[src/rtl/rv_program_loader.sv]
// UART boot loader: parses SYNC/LEN/payload/CSUM frames and writes the payload
// into byte-addressed instruction memory, holding the CPU in reset until a good image lands.
//
// Ports:
//   clk, rst_n          : clock, synchronous active-low reset
//   rx_data, rx_valid   : byte stream from the UART receiver (one-cycle strobes)
//   mem_we/addr/data    : instruction-memory byte write port (registered)
//   cpu_rst_n           : CPU reset, low while an image is loading or after a failed load
//   load_busy           : frame in progress
//   load_done, load_err : sticky status of the last frame
//   err_code            : 01 length too big, 10 bad checksum, 11 inter-byte timeout
module rv_program_loader #(
  parameter int unsigned ADDR_W         = 10,
  parameter int unsigned MEM_BYTES      = 1024,
  parameter logic [7:0]  SYNC_BYTE      = 8'hA5,
  parameter int unsigned TIMEOUT_CYCLES = 1000000
) (
  input  logic              clk,
  input  logic              rst_n,
  input  logic [7:0]        rx_data,
  input  logic              rx_valid,
  output logic              mem_we,
  output logic [ADDR_W-1:0] mem_addr,
  output logic [7:0]        mem_data,
  output logic              cpu_rst_n,
  output logic              load_busy,
  output logic              load_done,
  output logic              load_err,
  output logic [1:0]        err_code
);

  localparam int unsigned IW = ADDR_W + 1;
  localparam int unsigned TW = $clog2(TIMEOUT_CYCLES) + 1;
  localparam logic [TW-1:0] TMO_LAST = TW'(TIMEOUT_CYCLES - 1);
  localparam logic [16:0] LEN_MAX = 17'(MEM_BYTES);

  typedef enum logic [2:0] {
    S_IDLE,
    S_LEN_LO,
    S_LEN_HI,
    S_DATA,
    S_CSUM,
    S_DONE,
    S_ERR
  } state_e;

  state_e            state_q;
  logic [15:0]       len_q;
  logic [IW-1:0]     idx_q;
  logic [7:0]        csum_q;
  logic [TW-1:0]     tmo_q;
  logic              mem_we_q;
  logic [ADDR_W-1:0] mem_addr_q;
  logic [7:0]        mem_data_q;
  logic              cpu_rst_n_q;
  logic              busy_q;
  logic              done_q;
  logic              err_q;
  logic [1:0]        code_q;

  // Full 16-bit length as it stands when LEN_HI arrives, with a spare
  // top bit so the range check against MEM_BYTES cannot wrap.
  logic [16:0] len_in;
  assign len_in = {1'b0, rx_data, len_q[7:0]};

  // Payload index of the byte currently arriving is the last one.
  logic last_byte;
  assign last_byte = (16'(idx_q) + 16'd1) == len_q;

  always_ff @(posedge clk) begin
    if (!rst_n) begin
      state_q     <= S_IDLE;
      len_q       <= '0;
      idx_q       <= '0;
      csum_q      <= '0;
      tmo_q       <= '0;
      mem_we_q    <= 1'b0;
      mem_addr_q  <= '0;
      mem_data_q  <= '0;
      cpu_rst_n_q <= 1'b1;
      busy_q      <= 1'b0;
      done_q      <= 1'b0;
      err_q       <= 1'b0;
      code_q      <= 2'b00;
    end else begin
      mem_we_q <= 1'b0;
      if (rx_valid) begin
        tmo_q <= '0;
      end else if (busy_q) begin
        tmo_q <= tmo_q + 1'b1;
      end

      unique case (state_q)
        S_IDLE, S_DONE, S_ERR: begin
          if (rx_valid && rx_data == SYNC_BYTE) begin
            state_q     <= S_LEN_LO;
            busy_q      <= 1'b1;
            done_q      <= 1'b0;
            err_q       <= 1'b0;
            code_q      <= 2'b00;
            csum_q      <= '0;
            idx_q       <= '0;
            cpu_rst_n_q <= 1'b0;
          end
        end
        S_LEN_LO: begin
          if (rx_valid) begin
            len_q[7:0] <= rx_data;
            state_q    <= S_LEN_HI;
          end
        end
        S_LEN_HI: begin
          if (rx_valid) begin
            len_q[15:8] <= rx_data;
            if (len_in > LEN_MAX) begin
              state_q <= S_ERR;
              busy_q  <= 1'b0;
              err_q   <= 1'b1;
              code_q  <= 2'b01;
            end else if (len_in == '0) begin
              state_q <= S_CSUM;
            end else begin
              state_q <= S_DATA;
            end
          end
        end
        S_DATA: begin
          if (rx_valid) begin
            mem_we_q   <= 1'b1;
            mem_addr_q <= idx_q[ADDR_W-1:0];
            mem_data_q <= rx_data;
            csum_q     <= csum_q + rx_data;
            idx_q      <= idx_q + 1'b1;
            if (last_byte) begin
              state_q <= S_CSUM;
            end
          end
        end
        S_CSUM: begin
          if (rx_valid) begin
            busy_q <= 1'b0;
            if (rx_data == csum_q) begin
              state_q     <= S_DONE;
              done_q      <= 1'b1;
              cpu_rst_n_q <= 1'b1;
            end else begin
              state_q <= S_ERR;
              err_q   <= 1'b1;
              code_q  <= 2'b10;
            end
          end
        end
        default: begin
          state_q <= S_IDLE;
          busy_q  <= 1'b0;
        end
      endcase

      // A byte in the same cycle always wins over the timeout.
      if (busy_q && !rx_valid && tmo_q == TMO_LAST) begin
        state_q <= S_ERR;
        busy_q  <= 1'b0;
        err_q   <= 1'b1;
        code_q  <= 2'b11;
        tmo_q   <= '0;
      end
    end
  end

  assign mem_we    = mem_we_q;
  assign mem_addr  = mem_addr_q;
  assign mem_data  = mem_data_q;
  assign cpu_rst_n = cpu_rst_n_q;
  assign load_busy = busy_q;
  assign load_done = done_q;
  assign load_err  = err_q;
  assign err_code  = code_q;

endmodule

[config.mk]
export PLATFORM = sky130hd
export DESIGN_NAME = rv_program_loader
export DESIGN_NICKNAME = d
export VERILOG_FILES = /design/src/rtl/rv_program_loader.sv
export SDC_FILE = /design/constraint.sdc
export NUM_CORES = 1
export LEC_CHECK = 0
export ABC_AREA = 0
export ABC_CLOCK_PERIOD_IN_PS = 2400
export CORE_MARGIN = 3
export CORE_UTILIZATION = 50
export DETAILED_ROUTE_END_ITERATION = 12
export PLACE_DENSITY = 0.78
export SYNTH_ARGS = -nofsm -noshare
export SYNTH_HDL_FRONTEND = slang
export SYNTH_SLANG_ARGS = --single-unit
[constraint.sdc]
create_clock -name clk -period 2.4 [get_ports clk]
set_input_delay 0.36 -clock clk [delete_from_list [all_inputs] [get_ports clk]]
set_output_delay 0.36 -clock clk [all_outputs]
set_load 0.02 [all_outputs]
* Yosys cells after proc, flatten, opt, wreduce, memory -nomap -nowiden *
Index checks and enable logic that the tools add are counted.

operators by class
  shifts and indexed selects = 0
  magnitude comparators = 1
  $mul = 0
  equal/unequal tests = 26
  multiplexer cells = 40
  divide/modulo/power cells = 0
  add/sub/neg operators = 4
  bitwise operators = 2
  reduce and logical (&&, ||, !) cells = 23

operators with widths
  cell                   count
  $mux 3                 9
  $ne 3x3->1 const B     8
  $mux 11                2
  $pmux 11 s2            1
  $add 21x1->21 const B  1
  $eq 21x20->1 const B   1
  $reduce_and 6->1       3
  $logic_not 17->1       1
  $eq 12x16->1           1
  $gt 16x11->1 const B   1
  $mux 8                 2
  $ne 2x2->1 const B     8
  $pmux 8 s2             1
  $pmux 3 s5             1
  $mux 2                 7
  $mux 1                 13
  $add 11x1->12 const B  1
  $add 11x1->11 const B  1
  $eq 3x3->1 const B     3
  $add 8x8->8            1
  $eq 8x8->1             1
  $eq 8x8->1 const B     1
  $reduce_and 2->1       4
  $eq 3x2->1 const B     2
  16 further kinds       22

word-level totals
  memory bits (writable) = 0
  memory bits (read-only) = 0
  word-level logic and storage cells = 111
  flip-flop bits (word level) = 84
  output and inout bits = 25
  bits in latches = 0
  memories kept = 0

* Longest topological paths before layout *
  depth after elaboration = 6
  mapped depth = 9
  mapped depth without buffers = 8

* Worst setup path before layout *
No wires, ideal clock.

  kind = input-to-reg
  start = input port rx_data[3]
  end = register err_q, in the netlist load_err
  path slack = -1 ps
  stages on the path = 7
  arrival time = 2280 ps
  data required time = 2278 ps
  path through = ha_1 -> or4_1 -> or4_4 -> nand2_2 -> a21o_4 -> a21oi_2 -> o311a_1

on the way
  cells in the longest elaborated chain, start to end = 4
  elaborated cells between the ends (all ways) = 8
  those cells by class = order compare: 1; eq/ne: 5; reduce/logical: 2

RTL lines
  item                                                                  RTL line  text
  start: declaration                                                    20        input logic [7:0] rx_data,
  parallel branches: the longest is 3 deep, another holds $gt 16x11->1  --
  $reduce_and 6->1 (no source line) *                                   --
  end signal: assignment                                                83        err_q <= 1'b0;
  end signal: assignment                                                99        err_q <= 1'b0;
  end signal: assignment                                                118       err_q <= 1'b1;
  end: declaration                                                      58        logic err_q;

Every way passes the cells marked *.
A chain may end at the register's enable or synchronous reset.

* Worst setup path after layout *
  start = input port rx_data[6]
  end = register err_q, in the netlist load_err

The elaborated chain is that of the path after synthesis.

==> out/metrics.cfg <==
[setup_path]
critPathMaxFanout=3
crit_cells=8
regToRegEndpoint=load_err
cp-end-kind=flop
crit_family=simple AND/OR/NAND/NOR gates
crit_type=primary input to flop
arrival_ns=2.59
path_buf_inv=1
path_cells=clkdlybuf4s50_1 -> ha_1 -> or3_1 -> or4_4 -> nand2_2 -> a21o_4 -> a21oi_2 -> o311a_1
r2r-start=csum_q[0]
max_stage_delay_ns=0.53
rrSetupSlack_ns=0.07
required_ns=2.64
cp-start-kind=primary input
critPathSlowestCell=clkdlybuf4s50_1
worstRegToRegCells=7

[grt]
grt_overflow_total=0
grt_pass1_wl_um=18300
antenna_found_initial=0
grt_pass1_vias=3922
grt_max_degree=35
groute.usage.overall_pct=22.7

[hold_path]
hold_path_class=flop to flop
whs_path_depth=2
holdPathEnd=mem_addr[4]
min-delay-start=mem_addr[4]

[clock_network]
insertion_delay_ns=0.35
cts_tree=done
cts_setup_buffers=0
clock-sinks=84
htree_levels=3
path_clk_slew_ns=0.09
ctsRootBufferMaster=clkbuf_8
cts_buffers=9
clockBufferDepth=2

[floorplan]
io_pins=36
die_area_mm2=0.00990
core_mm2=0.00834
initial_core_util_pct=52.4
die_h_um=99.5
dieWidth_um=99.5
rows=33

[synth]
synthSimpleGateAreaFrac_pct=28.2
synth_largest_area_cell=dfxtp_1
yosysTopAreaCellShare_pct=38.5
ys_warn_count=0
synth-seq-area-share_pct=38.5
syn_inst=551
synth-compound-area-share_pct=16.9
syn_area_mm2=0.00437
post_synth_num_cell_types=68
ys_ff_latch=84
synth_top_family_by_area=simple AND/OR/NAND/NOR gates
avgSynthCellArea_um2=7.94
synth_edf_count=0
synth.area.top_cells=dfxtp_1 (38%), nand2_1 (8.0%), a21oi_1 (6.6%)
muxShareOfSynthArea_pct=1.14
synth_adder_area_share_pct=3.03
synthFlopType=dfxtp_1
synth_fp_nets=572
async_flop_share_pct=0
synth_xor_area_share_pct=7.41

[sta]
period_needed_ns=2.34
fin_worst_skew_ns=0.00679
tightest_slew_ns=0.451
setup_viol=0
timing.fmax_mhz=426
finalCritPeriodShare_pct=97.7
holdWs_ns=0.454
final-hold-violation-count=0
grt_setup_unrepaired=false
maxSlewViolCount=0
maxSlewHeadroom_pct=69.6

[layout]
diodes=0
area_growth_pct=23.2
final_cells=725
final_common_cell=nand2_1
nets=636
drive_above_1_share_pct=15.0
layout_common_cells=nand2_1 (93), dfxtp_1 (81), a21oi_1 (58), nor2_1 (57), buf_4 (50)
design_area_mm2=0.00539

[drt]
viasPerCell=5.72
ant_nets=0
firstDrtPassIters=5
dr_total_vias=4149
drtIter0Drc=214
wire_per_inst_um=15.2
drc=0
routed_wl_um=11000

[placed_design]
finalWeightedCongestion=0.941
place_inst=709
port-buffer-count=35
hpwl_um=7800
dpl-instance-area_mm2=0.00514

[outcome]
status=completed

[power]
clock_power_share_pct=30.8
power_mw=3.40
netSwitchingFraction_pct=31.2
combPwrFrac_pct=24.8
p_per_area_mw_per_mm2=631
p_sw_mw=1.06
p_leak_nw=1.94
power.internal_mw=2.34
vdd_drop_max_v=0.000502
seqPwrFrac_pct=44.4

[job]
cap_viol_max_count=0

## Yosys cell counts (2+ instances only)
cell type	count
inv_1	8
nor3_1	5
o21ai_0	15
or4_1	2
and3_1	9
a41o_1	2
buf_6	2
buf_2	10
xor2_1	17
nand2_1	93
clkbuf_2	3
a211oi_1	2
clkbuf_1	19
and4_1	4
ha_1	9
or3_1	11
nand4b_1	3
nand3_1	20
nor4_1	7
or2_2	2
a311oi_1	3
mux2i_1	5
nand4_1	13
nand3b_1	4
o221ai_1	2
and2_1	6
o21bai_1	2
a22oi_1	7
o31a_1	2
nor2_1	57
a21oi_1	58
xnor2_1	20
nor2b_1	4
a31oi_1	4
dfxtp_1	84
nand2b_1	3
o22ai_1	2
o21a_1	2
## through the flow
stage          setup slack [ns]  TNS, ns  util (%)
4_1_cts                 0.00214        0      64.0
5_1_grt                 0.00336        0      64.6
3_3_place_gp             -0.496    -4.52      61.6
2_1_floorplan            0.0310        0         -
3_5_place_dp             -0.561    -4.63      61.6
6_report                 0.0551        0      64.6
## power by group through the flow
stage	clock network, mW	registers (mW)	logic [mW]
6_report	1.05	1.51	0.843
5_1_grt	1.13	1.52	0.927
4_1_cts	1.07	1.51	0.833
2_1_floorplan	0	1.53	0.545
3_5_place_dp	0	1.54	0.828
3_3_place_gp	0	1.54	0.823
## layout make-up
cell class | count | area (um^2)
clock inverters | 6 | 71.3
repair buffers | 89 | 808
well taps | 105 | 131
inverters | 8 | 30.0
multi-input cells | 423 | 2530
fillers | 745 | 2950
flip-flops and latches | 84 | 1690
clock buffers | 10 | 128
## repair_timing
item | 4_1_cts | 5_1_grt
resized for setup | 4 | 8
pin swaps | 6 | 7
hold buffers | 0 | 0
setup endpoints to repair | 4 | 3
## worst max path at each step
| stage | start | slack [ns] | to |
|---|---|---|---|
| final | rx_data[6] | 0.06 | load_err |
| after global routing | rx_data[6] | 0.003 | load_err |
| after CTS | rx_data[2] | 0.002 | load_err |
| after detailed placement | rx_data[0] | -0.56 | load_done |
| after global placement | rx_data[0] | -0.50 | load_done |
| after floorplan | rx_data[0] | 0.03 | load_err |
## flip-flops by register name, indices dropped and copies added (netlist names)
signal / flops
load_done: 1
idx_q: 11
load_err: 1
mem_data: 8
load_busy: 1
state_q: 3
len_q: 16
mem_we: 1
mem_addr: 10
tmo_q: 21
cpu_rst_n: 1
err_code: 2
csum_q: 8
## per-layer routing
layer	routed length (um)	part of all wire (%)	global-route usage (%)
met1	4920	45	29.2
met2	5220	48	36.8
met3	528	4.8	4.35
met4	320	2.9	10.4
met5	0	0	0
## worst register-to-register path, delay by kind of cell (launching register included)
| kind | cells | cell delay (ns) |
|---|---|---|
| simple gates | 3 | 1.16 |
| compound gates | 3 | 0.48 |
| flops | 1 | 0.35 |
| fa+ha+maj | 1 | 0.24 |
## logic make-up (layout without fill, tap and decap cells)
family | count (synthesis) | in the layout
xor+xnor | 37 | 37
buf+inv | 44 | 113
compound gates | 117 | 117
flops | 84 | 84
simple gates | 254 | 254
fa+ha+maj | 10 | 10
mux | 5 | 5
Note: power is estimated with default switching activity, not from simulation.
==> variant: new RTL, same flow settings <==
Make the reset (`rst_n`) asynchronous in one clocked block. Comments in the files are not updated.
--- a/src/rtl/rv_program_loader.sv
+++ b/src/rtl/rv_program_loader.sv
@@ -67,7 +67,7 @@
   logic last_byte;
   assign last_byte = (16'(idx_q) + 16'd1) == len_q;
 
-  always_ff @(posedge clk) begin
+  always_ff @(posedge clk or negedge rst_n) begin
     if (!rst_n) begin
       state_q     <= S_IDLE;
       len_q       <= '0;
Check against the original RTL: differs if rst_n is asserted again (counterexample within 4 cycles, from zero or initial values and one cycle with rst_n low); with rst_n held inactive, the same outputs for 4 cycles.
==> variant against the original RTL <==
  * Die area grew 3.6%
  * Area after synthesis grew 3.9%
  * Routed wire length grew 2.9%
  * Register-to-register slack gained 0.02 ns
  * Non-clock buffer count grew 5
  * First-iteration DRC count grew 11%
  * Final area grew 6.5%
  * Global-route usage grew 0.43 points
  * Sequential cell count is the same
  * Setup slack gained 0.030 ns
  * Largest cell class unchanged
Power is not compared: it rests on default switching activity, and its combinational part moved more than twofold at a synthesized area within 25%.
==> variant: results (changes against the original RTL) <==
- Largest net degree at the start of global routing: 58 (+66%)
- Post-Synth XOR/XNOR Area: 0.0675 (-0.00661)
- Fraction of layout cells with a size suffix above 1: 0.210 (+0.0595)
- First-pass GRT wire length: 19,000 µm (+3.9%)
- Worst Path Arrival: 2.57 ns (-0.02 ns)
- Final Skew: 0.0161 ns (+0.00927 ns)
- Synth top area cells: dfrtp_1 46%, nand2_1 8.2%, mux2_2 4.2%
- Worst R2R End: state_q[2]$_DFFE_PN0P_
- Detailed Route Iter0 Violations: 238 (+11%)
- Max incr delay on CP: 0.44 ns (-0.09 ns)
- Final non-filler cell total: 695 (-4.1%)
- Syn avg cell area: 9.08 µm² (+14%)
- Placed cells: 676 (-4.7%)
- Gpl congestion: 0.875 (-7.0%)
- Distinct cell type count after synthesis: 58 (-15%)
- DP Area: 0.00536 mm² (+4.3%)
- Status: completed
- DR vias/cell: 5.75 (+0.49%)
- Critical-path top delay cell: dfrtp_2
- Top post-synthesis cells by count: 99 x nand2_1, 83 x dfrtp_1, 44 x nor2_1, 34 x o21ai_0, 20 x xnor2_1
- Post-Syn Nets: 521 (-8.9%)
- Tot Pwr: 0.00570 W
- Sequential fraction of the synthesis area: 0.463 (+0.0785)
- Relative slew slack: 0.658 (-0.0388)
- Async SR Flop Fraction: 1.00 (+1.00)
- Post-Synth Adder-Cell Area: 0.0292 (-0.00113)
- Layout Nets: 603 (-5.2%)
- Final hold slack: 0.448 ns (-0.00642 ns)
- Vias in the first global route: 3,970 (+1.2%)
- Worst hold-check path type: in2async
- R2R depth: 9 (+2)
- Complex-gate fraction of the synthesized area: 0.122 (-0.0468)
- Detailed Place HPWL: 7870 µm (+1.0%)
variant: layer usage:
layer / global-route usage / vias up / part of all wire
met4: 0.0951 / 0 / 0.016
met1: 0.319 / 1932 / 0.45
met5: 0 / - / 0
met3: 0.0420 / 18 / 0.060
li1: - / 1906 / -
met2: 0.361 / 141 / 0.48
variant: worst max-delay path by stage:
stage,start,endpoint,slack [ns]
after detailed placement,rx_data[1],csum_q[7]$_DFFE_PN0P_,-0.42
final,idx_q[0]$_DFFE_PN0P_,state_q[2]$_DFFE_PN0P_,0.09
after global routing,rx_data[1],load_done$_DFFE_PN0P_,-0.04
after floorplan,csum_q[1]$_DFFE_PN0P_,load_done$_DFFE_PN0P_,0.11
after CTS,idx_q[0]$_DFFE_PN0P_,state_q[1]$_DFFE_PN0P_,0.006
after global placement,rx_data[1],load_done$_DFFE_PN0P_,-0.37
variant: cell families (layout without fill, tap and decap cells):
logic type               Yosys count  count (layout)
AO/OA/AOI/OAI                     91              91
XOR/XNOR                          35              35
adder cells (fa/ha/maj)           10              10
buffers and inverters             34             121
flip-flops                        84              84
multiplexers                      19              19
AND/OR/NAND/NOR                  227             227
variant: final cells by class:
cell class	instances	area, µm²	share of cell area
sequential	84	2110	0.368
timing repair buffer	94	822	0.143
multi-input combinational	382	2410	0.420
clock inverter	7	97.6	0.0170
clock buffer	9	124	0.0216
tap	108	135	0.0236
inverter	11	41.3	0.00720
variant: critical path: cells and delay by family (launching register included):
family | cells | cell delay [ns]
AOI/OAI and AO/OA | 4 | 1.00
DFF | 1 | 0.44
and+or+nand+nor | 3 | 0.42
buffers and inverters | 2 | 0.34
variant: repair_timing:
action / CTS / global route
buffers inserted: 0 / 2
pin swaps: 1 / 8
setup endpoints to repair: 3 / 9
hold endpoints to repair: 27 / 0
hold buffers: 1 / 0
gates resized for setup: 5 / 23
